$ cat src/rtl/fetch_ctrl.sv
// Fetch sequencer: owns the fetch PC, issues one-outstanding requests on a
// req/gnt/rvalid instruction bus and presents returned instructions to IF/ID.
module fetch_ctrl #(
    parameter int unsigned     XLEN     = 32,
    parameter logic [XLEN-1:0] RESET_PC = 32'h0000_0000,
    parameter logic [XLEN-1:0] NOP_INST = 32'h0000_0013
) (
    input  logic            clk_i,
    input  logic            rst_ni,
    input  logic            stall_i,
    input  logic            flush_i,
    input  logic [XLEN-1:0] redirect_pc_i,
    output logic            ibus_req_o,
    output logic [XLEN-1:0] ibus_addr_o,
    input  logic            ibus_gnt_i,
    input  logic            ibus_rvalid_i,
    input  logic [XLEN-1:0] ibus_rdata_i,
    output logic [XLEN-1:0] pc_o,
    output logic [XLEN-1:0] inst_o,
    output logic            inst_valid_o,
    output logic            fetch_stall_o
);

    typedef enum logic [2:0] {
        S_BOOT,
        S_REQ,
        S_WAIT,
        S_DROP,
        S_VALID
    } state_t;

    state_t          state;
    logic [XLEN-1:0] pc_q;
    logic [XLEN-1:0] redirect;

    assign redirect      = {redirect_pc_i[XLEN-1:2], 2'b00};
    assign ibus_addr_o   = pc_q;
    assign ibus_req_o    = (state == S_REQ);
    assign fetch_stall_o = ~inst_valid_o;

    always_ff @(posedge clk_i or negedge rst_ni) begin
        if (!rst_ni) begin
            state        <= S_BOOT;
            pc_q         <= RESET_PC;
            pc_o         <= RESET_PC;
            inst_o       <= NOP_INST;
            inst_valid_o <= 1'b0;
        end else begin
            case (state)
                S_BOOT: begin
                    if (flush_i) pc_q <= redirect;
                    state <= S_REQ;
                end
                S_REQ: begin
                    // Address may move while ungranted; slave samples only on gnt.
                    if (flush_i) pc_q <= redirect;
                    if (ibus_gnt_i) state <= flush_i ? S_DROP : S_WAIT;
                end
                S_WAIT: begin
                    if (flush_i) begin
                        pc_q  <= redirect;
                        state <= ibus_rvalid_i ? S_REQ : S_DROP;
                    end else if (ibus_rvalid_i) begin
                        inst_o       <= ibus_rdata_i;
                        pc_o         <= pc_q;
                        inst_valid_o <= 1'b1;
                        state        <= S_VALID;
                    end
                end
                S_DROP: begin
                    // The dropped response retires the outstanding request even
                    // if a new flush lands in the same cycle.
                    if (flush_i) pc_q <= redirect;
                    if (ibus_rvalid_i) state <= S_REQ;
                end
                S_VALID: begin
                    if (flush_i) begin
                        pc_q         <= redirect;
                        inst_valid_o <= 1'b0;
                        inst_o       <= NOP_INST;
                        state        <= S_REQ;
                    end else if (!stall_i) begin
                        pc_q         <= pc_q + XLEN'(4);
                        inst_valid_o <= 1'b0;
                        inst_o       <= NOP_INST;
                        state        <= S_REQ;
                    end
                end
                default: state <= S_BOOT;
            endcase
        end
    end

endmodule

$ cat config.mk
export PLATFORM = sky130hd
export DESIGN_NAME = fetch_ctrl
export DESIGN_NICKNAME = d
export VERILOG_FILES = /design/src/rtl/fetch_ctrl.sv
export SDC_FILE = /design/constraint.sdc
export NUM_CORES = 1
export LEC_CHECK = 0
export CAP_MARGIN = 10
export CORE_AREA = 2 2 105 107
export DETAILED_ROUTE_END_ITERATION = 8
export DIE_AREA = 0 0 107 109
export DONT_BUFFER_PORTS = 1
export GPL_TIMING_DRIVEN = 0
export SYNTH_ARGS = -nofsm -noshare
export SYNTH_HDL_FRONTEND = slang
export SYNTH_SLANG_ARGS = --single-unit
export TNS_END_PERCENT = 1
$ cat constraint.sdc
create_clock -name clk_i -period 2.6 [get_ports clk_i]
set_input_delay 0.52 -clock clk_i [delete_from_list [all_inputs] [get_ports clk_i]]
set_output_delay 0.52 -clock clk_i [all_outputs]
set_load 0.03 [all_outputs]
Word level (Yosys, flattened, before mapping):

Cells that the tools add are included.

* output and inout bits: 99
* word-level logic and storage cells: 50
* bits in registers: 100
* bits of input ports: 70

* eq/ne operators: 11
* bitwise operators: 2
* muxes and demuxes: 23
* $add $sub $neg: 1
* reduce and logical (&&, ||, !) cells: 8

Operators by type and width (count)
* $mux 32: 7
* $pmux 32 s2: 2
* $add 32x3->32 const B: 1
* $mux 3: 6
* $pmux 3 s5: 1
* $reduce_and 4->1: 2
* $eq 3x2->1 const B: 2
* $ne 2x2->1 const B: 3
* $ne 3x3->1 const B: 2
* $reduce_and 3->1: 2
* $mux 1: 5
* $ne 2x1->1 const B: 2
* $reduce_bool 2->1: 2
* $reduce_or 4->1: 1
* $eq 3x1->1 const B: 1
* $eq 3x3->1 const B: 1
* $logic_not 3->1: 1
* $mux 2: 1
* $not 1->1: 2
* $pmux 1 s2: 1

Logic depth before layout (Yosys ltp):

Gate-level depths: netlist (run 1).

* depth in word-level cells: 4
* mapped depth: 8
* depth with buffers taken out: 5

Worst setup path before layout (run 1):

No wires, ideal clock.

* path type: input to register
* start point: in flush_i
* end point: reg pc_q[28], in the netlist ibus_addr_o[28]
* arrival time: 1.973 ns
* setup time: 0.070 ns
* slack: 0.557 ns
* buffers on the path: 2
* required time: 2.530 ns
* stages: 6
* cell sequence: buf_6 -> or4b_1 -> clkbuf_1 -> or3_1 -> or4_1 -> nand3_1

* word-level cells in the longest chain between the ends: 2
* elaborated cells between the ends (all ways): 5
* those cells by class: 2 x eq/ne; 2 x mux; 1 x reduce/logical

Ends and longest elaborated chain
* start, declared: RTL line 11 `input logic flush_i,`
* $ne 3x3->1 (no source line), or another cell as far along
* $reduce_and 3->1 (no source line) or $pmux 32 s2 (tied branches)
* end signal, assigned: RTL line 51 `if (flush_i) pc_q <= redirect;`
* end signal, assigned: RTL line 56 `if (flush_i) pc_q <= redirect;`
* end signal, assigned: RTL line 61 `pc_q <= redirect;`
* end, declared: RTL line 33 `logic [XLEN-1:0] pc_q;`

Several ways; a longest one is shown, not always the timed one.
A chain may end at the register's enable or synchronous reset.

Final worst setup path (run 1):

* start point: reg pc_q[2], in the netlist ibus_addr_o[2]
* end point: reg pc_q[22], in the netlist ibus_addr_o[22]

* word-level cells in the longest chain between the ends: 4

Ends and longest elaborated chain
* $add 32x3->32: RTL line 83 `pc_q <= pc_q + XLEN'(4);`
* $mux 32: RTL line 82 `end else if (!stall_i) begin`
* $mux 32: RTL line 77 `if (flush_i) begin`
* $pmux 32 s2: RTL line 49 `case (state)`

Every way passes these cells. The select of a mux whose other input is x is not followed.

==> flow_summary_export.csv, run 1 <==
group,metric,value,unit
status,status,"finished with violations",
status,violations,"hold timing",
clock_tree,cts_max_path_buffers,2,
clock_tree,h-tree-depth,3,
critical_path,crit_path_start_kind,"register",
clock_tree,cts_root_buf,"clkbuf_8",
floorplanning,pin_count,169,
global_route,grt_pass1_vias,3863,
finish,num-nets-final,582,
drt,drtPass1Iterations,5,
floorplanning,die_w,107,µm
placement,portBuffers,0,
floorplanning,die_area,11700,µm²
logic_synthesis,synth_cell_types,53,
logic_synthesis,synth_ff_type,"dfrtp_1",
timing,rsz0062_at_grt,"no",
global_route,met3_usage,7.95,%
finish,regArea,2410,µm²
finish,final_common_cell,"nand2_1",
timing,setup_ws,0.198,ns
critical_path,r2r_slack,0.20,ns
power,power.density,1040,nW/µm²
timing,finalSetupTns,0,ns
global_route,use_met1,30.5,%
flow_run,drv_cap,0,
power,ir_drop,0.483,mV
power,p_leak,2.26,nW
critical_path,crit_fanout,7,
clock_tree,tritoncts,"yes",
timing,period_needed,2.40,ns
timing,clock-skew-final,0.00997,ns
global_route,antenna_found_initial,0,
clock_tree,clkSlewWorstSetupHoldPaths,0.10,ns
finish,drive_above_1_share,8.14,%
timing,fin_hold_ws,-0.163,ns
drt,antenna_left,0,
logic_synthesis,async_flop_share,100,%
floorplanning,start_util,43.8,%
finish,multi_input_comb_area,2010,µm²
clock_tree,clock_sinks,96,
timing,max_freq,416,MHz
critical_path,crit_arrival,2.66,ns
timing,hold_viol_final,93,
drt,routed_wl,13400,µm
finish,fillers,1013,
drt,drc_errors,0,
placement,pre_cts_ws,0.101,ns
finish,diodes,0,
drt,wire_per_inst,20.4,µm
timing,finalMaxSlewViolations,0,
critical_path,endpoint_kind,"register",
drt,avgViaCountPerCell,6.04,
logic_synthesis,yosys-top-cells-area,"dfrtp_1 (50%), nand2_1 (9.0%), a22o_1 (5.5%), clkbuf_1 (2.8%), a211oi_1 (2.4%)",
critical_path,required,2.86,ns
drt,dr_total_vias,3959,
logic_synthesis,synth_top_area_cell,"dfrtp_1",
global_route,grt_max_degree,97,
placement,placed_cells,637,
global_route,grt_pass1_wl,20900,µm
finish,final_core_util,47.8,%
floorplanning,rows,38,
logic_synthesis,seq_area_frac_synth,51.8,%
min_path,hold_path.class,"in -> async",
global_route,grt-busiest-layer,"met2",
clock_tree,cts_made_buffers,9,
finish,final_cell_mix,"nand2_1 (111), dfrtp_1 (93), clkbuf_1 (34), a22o_1 (29), nor2_1 (17)",
floorplanning,die_h,109,µm
logic_synthesis,yosys_register_bits,96,
global_route,globalRouteTotalUtil,23.3,%
global_route,grt.met2_usage,36.5,%
logic_synthesis,syn_area_per_cell,9.39,µm²
logic_synthesis,netlist_area,4640,µm²
placement,hpwl,9500,µm
logic_synthesis,synth_edf_count,0,
floorplanning,core-area,10600,µm²
placement,routabilityCongestion,0.857,
timing,tightest_slew,0.854,ns
logic_synthesis,synth_top_area_share,50.1,%
finish,fin_cells,656,
global_route,grt-ovfl-total,0,
timing,maxSlewHeadroom,42.7,%
critical_path,path_class,"reg -> reg",
timing,final-setup-viol-count,0,
logic_synthesis,yosysWarningCount,0,
drt,drt-initial-drc-count,307,
logic_synthesis,synth_cells,494,
timing,post-route-period-util,92.4,%
clock_tree,clock_latency,0.37,ns
finish,areaGrowthSynthToFinish,9.11,%
-- report_power, final --
part	internal, mW	switching, mW	total [mW]	leakage (nW)
clock network	0.465	0.575	1.04	0.108
registers	2.00	1.46	3.47	1.18
logic	0.356	0.403	0.759	0.972
total	2.82	2.44	5.27	2.26
-- cell usage after synthesis (2+ instances only) --
| library cell | count |
|---|---|
| clkbuf_1 | 35 |
| nand3_1 | 16 |
| nor4_1 | 6 |
| or4b_1 | 2 |
| and2_1 | 3 |
| nand2_1 | 111 |
| inv_1 | 6 |
| nand4_1 | 15 |
| and3_1 | 5 |
| a21boi_0 | 3 |
| a31oi_1 | 2 |
| buf_4 | 4 |
| a311oi_1 | 7 |
| buf_2 | 8 |
| o211ai_1 | 7 |
| o311ai_0 | 2 |
| o21ai_0 | 11 |
| and4_1 | 7 |
| or2_2 | 2 |
| nor3_1 | 14 |
| a2bb2oi_1 | 9 |
| or3_1 | 3 |
| dfstp_2 | 3 |
| mux2_2 | 2 |
| mux2i_1 | 3 |
| nand2b_1 | 2 |
| a21oi_1 | 14 |
| o22ai_1 | 7 |
| nor2b_1 | 2 |
| nor3b_1 | 2 |
| o21bai_1 | 7 |
| a211oi_1 | 15 |
| o211a_1 | 2 |
| dfrtp_1 | 93 |
| a22o_1 | 29 |
| nor2_1 | 17 |
| a21o_1 | 2 |
-- kinds of logic after synthesis --
kind of cell             synth area share, %
AO/OA/AOI/OAI                           19.8
other                                 0.0808
flip-flops                              51.8
multiplexers                            1.13
buffers and inverters                   5.23
adder cells (fa/ha/maj)                0.270
AND/OR/NAND/NOR                         21.6
-- final timing paths --
check                                           start                     endpoint  cells past startpoint
min in group clk_i                    ibus_rdata_i[4]        inst_o[4]$_DFFE_PN1P_                      2
min reg2reg                     inst_o[0]$_DFFE_PN1P_        inst_o[0]$_DFFE_PN1P_                      2
min                                            rst_ni         pc_o[27]$_DFFE_PN0P_                      0
max in group asynchronous                      rst_ni        inst_o[0]$_DFFE_PN1P_                      0
max reg2reg                ibus_addr_o[2]$_DFFE_PN0P_  ibus_addr_o[22]$_DFFE_PN0P_                      7
max                        ibus_addr_o[2]$_DFFE_PN0P_  ibus_addr_o[22]$_DFFE_PN0P_                      7
-- registers in the layout, summed over array words and instances, names as in the netlist --
signal        cells
inst_o           32
ibus_addr_o      30
pc_o             30
state             3
inst_valid_o      1
-- layer usage --
layer	vias to the layer above	share of wire, %
met5	-	0
met4	0	1.6
met3	18	9.8
met2	174	46
met1	1949	43
li1	1818	-
-- worst max-delay path, cell delays in order (launching register included) --
cell and delay [ns]:
dfrtp_1 0.64, ha_1 0.24, and2_1 0.12, clkbuf_1 0.28
and4_1 0.23, clkbuf_1 0.36, a211oi_1 0.15, a211oi_1 0.27
-- per-stage QoR --
| stage | cell area, µm² | hold slack [ns] | power [mW] |
|---|---|---|---|
| 4_1_cts | 5030 | -0.192 | 5.32 |
| 6_report | 5060 | -0.163 | 5.27 |
| 2_1_floorplan | 4650 | 0.224 | 3.99 |
| 3_3_place_gp | 4830 | 0.228 | 4.22 |
| 3_5_place_dp | 4830 | 0.228 | 4.26 |
| 5_1_grt | 5060 | -0.207 | 5.56 |
-- what timing repair did --
item                       in CTS  in global routing
resized for setup               0                  3
hold endpoints to repair       96                 96
setup endpoints to repair       0                  5
buffers inserted                0                  3
-- layout make-up --
type                       instances  share of cell area (%)
inverter                           7                   0.519
multi-input combinational        345                    39.7
timing repair buffer               3                   0.445
clock buffer                       9                    2.45
tap                              140                    3.46
clock inverter                     7                    1.66
sequential                        96                    47.5
buffer                            49                    4.30
Power figures use the tool's default switching activity.
==> run 2: changes to the inputs <==
- CAP_MARGIN: 10 -> 20
- CORE_AREA: 2 2 105 107 -> 2 2 111 102
- DIE_AREA: 0 0 107 109 -> 0 0 113 104
==> run 2 against run 1 <==
Effect of this change: the flow finishes with violations (DRC, hold timing); clock power rose by 23%; non-clock buffer count unchanged; clock skew fell by 0.0026 ns; worst setup slack got worse by 0.094 ns; sequential cell count unchanged; power grew 4.5%; register-to-register slack gained 0.04 ns; maximum frequency shrank 3.8%; count of clock-buffer cells in the layout is 1 higher; sequential share of layout area down 0.55 points; critical endpoint is now ibus_req_o; highest routed layer unchanged.
==> flow_summary_export.csv, run 2 (synthesis gave the netlist of run 1 again) <==
group,metric,value,unit
power,power.total,5.51,mW
finish,fin_cells,649,
placement,hpwl,9310,µm
clock_tree,clkSlewWorstSetupHoldPaths,0.07,ns
placement,dpl-instance-area,4820,µm²
clock_tree,clock_latency,0.35,ns
critical_path,worst_r2r_endpoint,"ibus_addr_o[28]$_DFFE_PN0P_",
status,violations,"DRC, hold timing",
power,p_clk_share,23.2,%
min_path,hold_path.class,"in -> async",
global_route,globalRouteTotalUtil,22.4,%
clock_tree,tritoncts,"yes",
power,p_int,3.02,mW
floorplanning,die_h,104,µm
clock_tree,ctsResizeCount,0,
global_route,grt_pass1_wl,20900,µm
drt,antenna_left,0,
finish,areaGrowthSynthToFinish,10.4,%
timing,tightest_slew,1.04,ns
critical_path,worstRegToRegCells,6,
critical_path,crit_fanout,10,
finish,final_cell_mix,"nand2_1 (111), dfrtp_1 (93), clkbuf_1 (36), a22o_1 (29), nor2_1 (17)",
power,power_frac_seq,63.0,%
clock_tree,clock_sinks,96,
power,switchingPower,2.48,mW
timing,clock-skew-final,0.00735,ns
finish,fillers,1017,
floorplanning,core-area,10600,µm²
power,p_leak,2.28,nW
critical_path,required,2.08,ns
finish,drive_above_1_share,7.56,%
global_route,antenna_found_initial,0,
finish,stdcell_area,5120,µm²
clock_tree,cts_max_path_buffers,2,
finish,num-nets-final,582,
timing,fin_hold_ws,-0.133,ns
finish,diodes,0,
critical_path,r2r_slack,0.24,ns
global_route,grt-ovfl-total,0,
power,swShare,45.1,%
clock_tree,h-tree-depth,3,
power,ir_drop,0.476,mV
drt,wire_per_inst,20.5,µm
floorplanning,die_w,113,µm
global_route,grt_max_degree,97,
status,status,"finished with violations",
power,power.density,1070,nW/µm²
floorplanning,rows,36,
drt,routed_wl,13300,µm
critical_path,endpoint_kind,"output pin",
timing,period_needed,2.50,ns
finish,top_register,"inst_o",
floorplanning,start_util,43.7,%
drt,wl_met1,5820,µm
finish,final_common_cell,"nand2_1",
finish,largest_reg_flops,32,
floorplanning,die_area,11800,µm²
critical_path,crit_arrival,1.98,ns
placement,placed_cells,630,
drt,dr_wl_met3,1200,µm
critical_path,path_class,"reg -> out",
placement,portBuffers,0,
timing,finalMaxSlewViolations,0,
floorplanning,pin_count,169,
finish,multi_input_comb_area,2000,µm²
critical_path,reg2reg_from,"ibus_addr_o[14]$_DFFE_PN0P_",
timing,post-route-period-util,96.0,%
critical_path,crit_path_start_kind,"register",
drt,dr_total_vias,3900,
drt,drt-initial-drc-count,322,
power,combPwrFrac,13.8,%
drt,avgViaCountPerCell,6.01,
finish,regArea,2410,µm²
timing,rsz0062_at_grt,"no",
timing,finalSetupTns,0,ns
timing,maxSlewHeadroom,30.6,%
timing,final-setup-viol-count,0,
clock_tree,cts_made_buffers,9,
drt,drtPass1Iterations,6,
timing,max_freq,401,MHz
flow_run,drv_cap,0,
timing,setup_ws,0.103,ns
drt,drc_errors,9,
drt,wl_met2,6000,µm
finish,final_core_util,48.2,%
clock_tree,cts_root_buf,"clkbuf_16",
placement,routabilityCongestion,0.818,
placement,pre_cts_ws,0.0317,ns
drt,highest_layer,"met4",
global_route,grt_pass1_vias,3744,
timing,hold_viol_final,93,
run 2: metal layers:
| layer | vias to the layer above | track usage [%] |
|---|---|---|
| met2 | 158 | 33.0 |
| met3 | 18 | 6.47 |
| met4 | 0 | 8.10 |
| met5 | - | 0 |
| li1 | 1826 | - |
| met1 | 1898 | 31.6 |
run 2: worst max-delay path, stage by stage, from the launching register on:
cell and delay, ns:
dfrtp_1 0.43, clkbuf_1 0.29, nor3b_1 0.91
run 2: worst max path at each step:
stage	start	to	slack (ns)
finish	state[2]$_DFFE_PN0P_	ibus_req_o	0.10
global route	ibus_addr_o[2]$_DFFE_PN0P_	ibus_addr_o[25]$_DFFE_PN0P_	0.007
CTS	state[2]$_DFFE_PN0P_	ibus_req_o	0.09
detailed placement	stall_i	ibus_addr_o[9]$_DFFE_PN0P_	0.03
global placement	stall_i	ibus_addr_o[9]$_DFFE_PN0P_	0.06
floorplan	flush_i	ibus_addr_o[28]$_DFFE_PN0P_	0.56
run 2: layout make-up:
cell class / instances / share of cell area, %
sequential: 96 / 47.0
clock inverter: 6 / 1.03
inverter: 7 / 0.513
clock buffer: 10 / 4.47
tap: 133 / 3.25
multi-input combinational: 345 / 39.1
timing repair buffer: 3 / 0.440
buffer: 49 / 4.23
run 2: repair_timing:
item	4_1_cts	5_1_grt
setup buffers	0	3
hold endpoints to repair	93	93
endpoints found under the setup margin	0	2
run 2: power by group through the flow:
stage	Combinational [mW]	Clock (mW)	Sequential, mW
floorplan	0.632	0	3.36
global placement	0.730	0	3.49
detailed placement	0.761	0	3.50
CTS	0.764	1.30	3.48
global route	0.869	1.36	3.53
finish	0.758	1.28	3.47
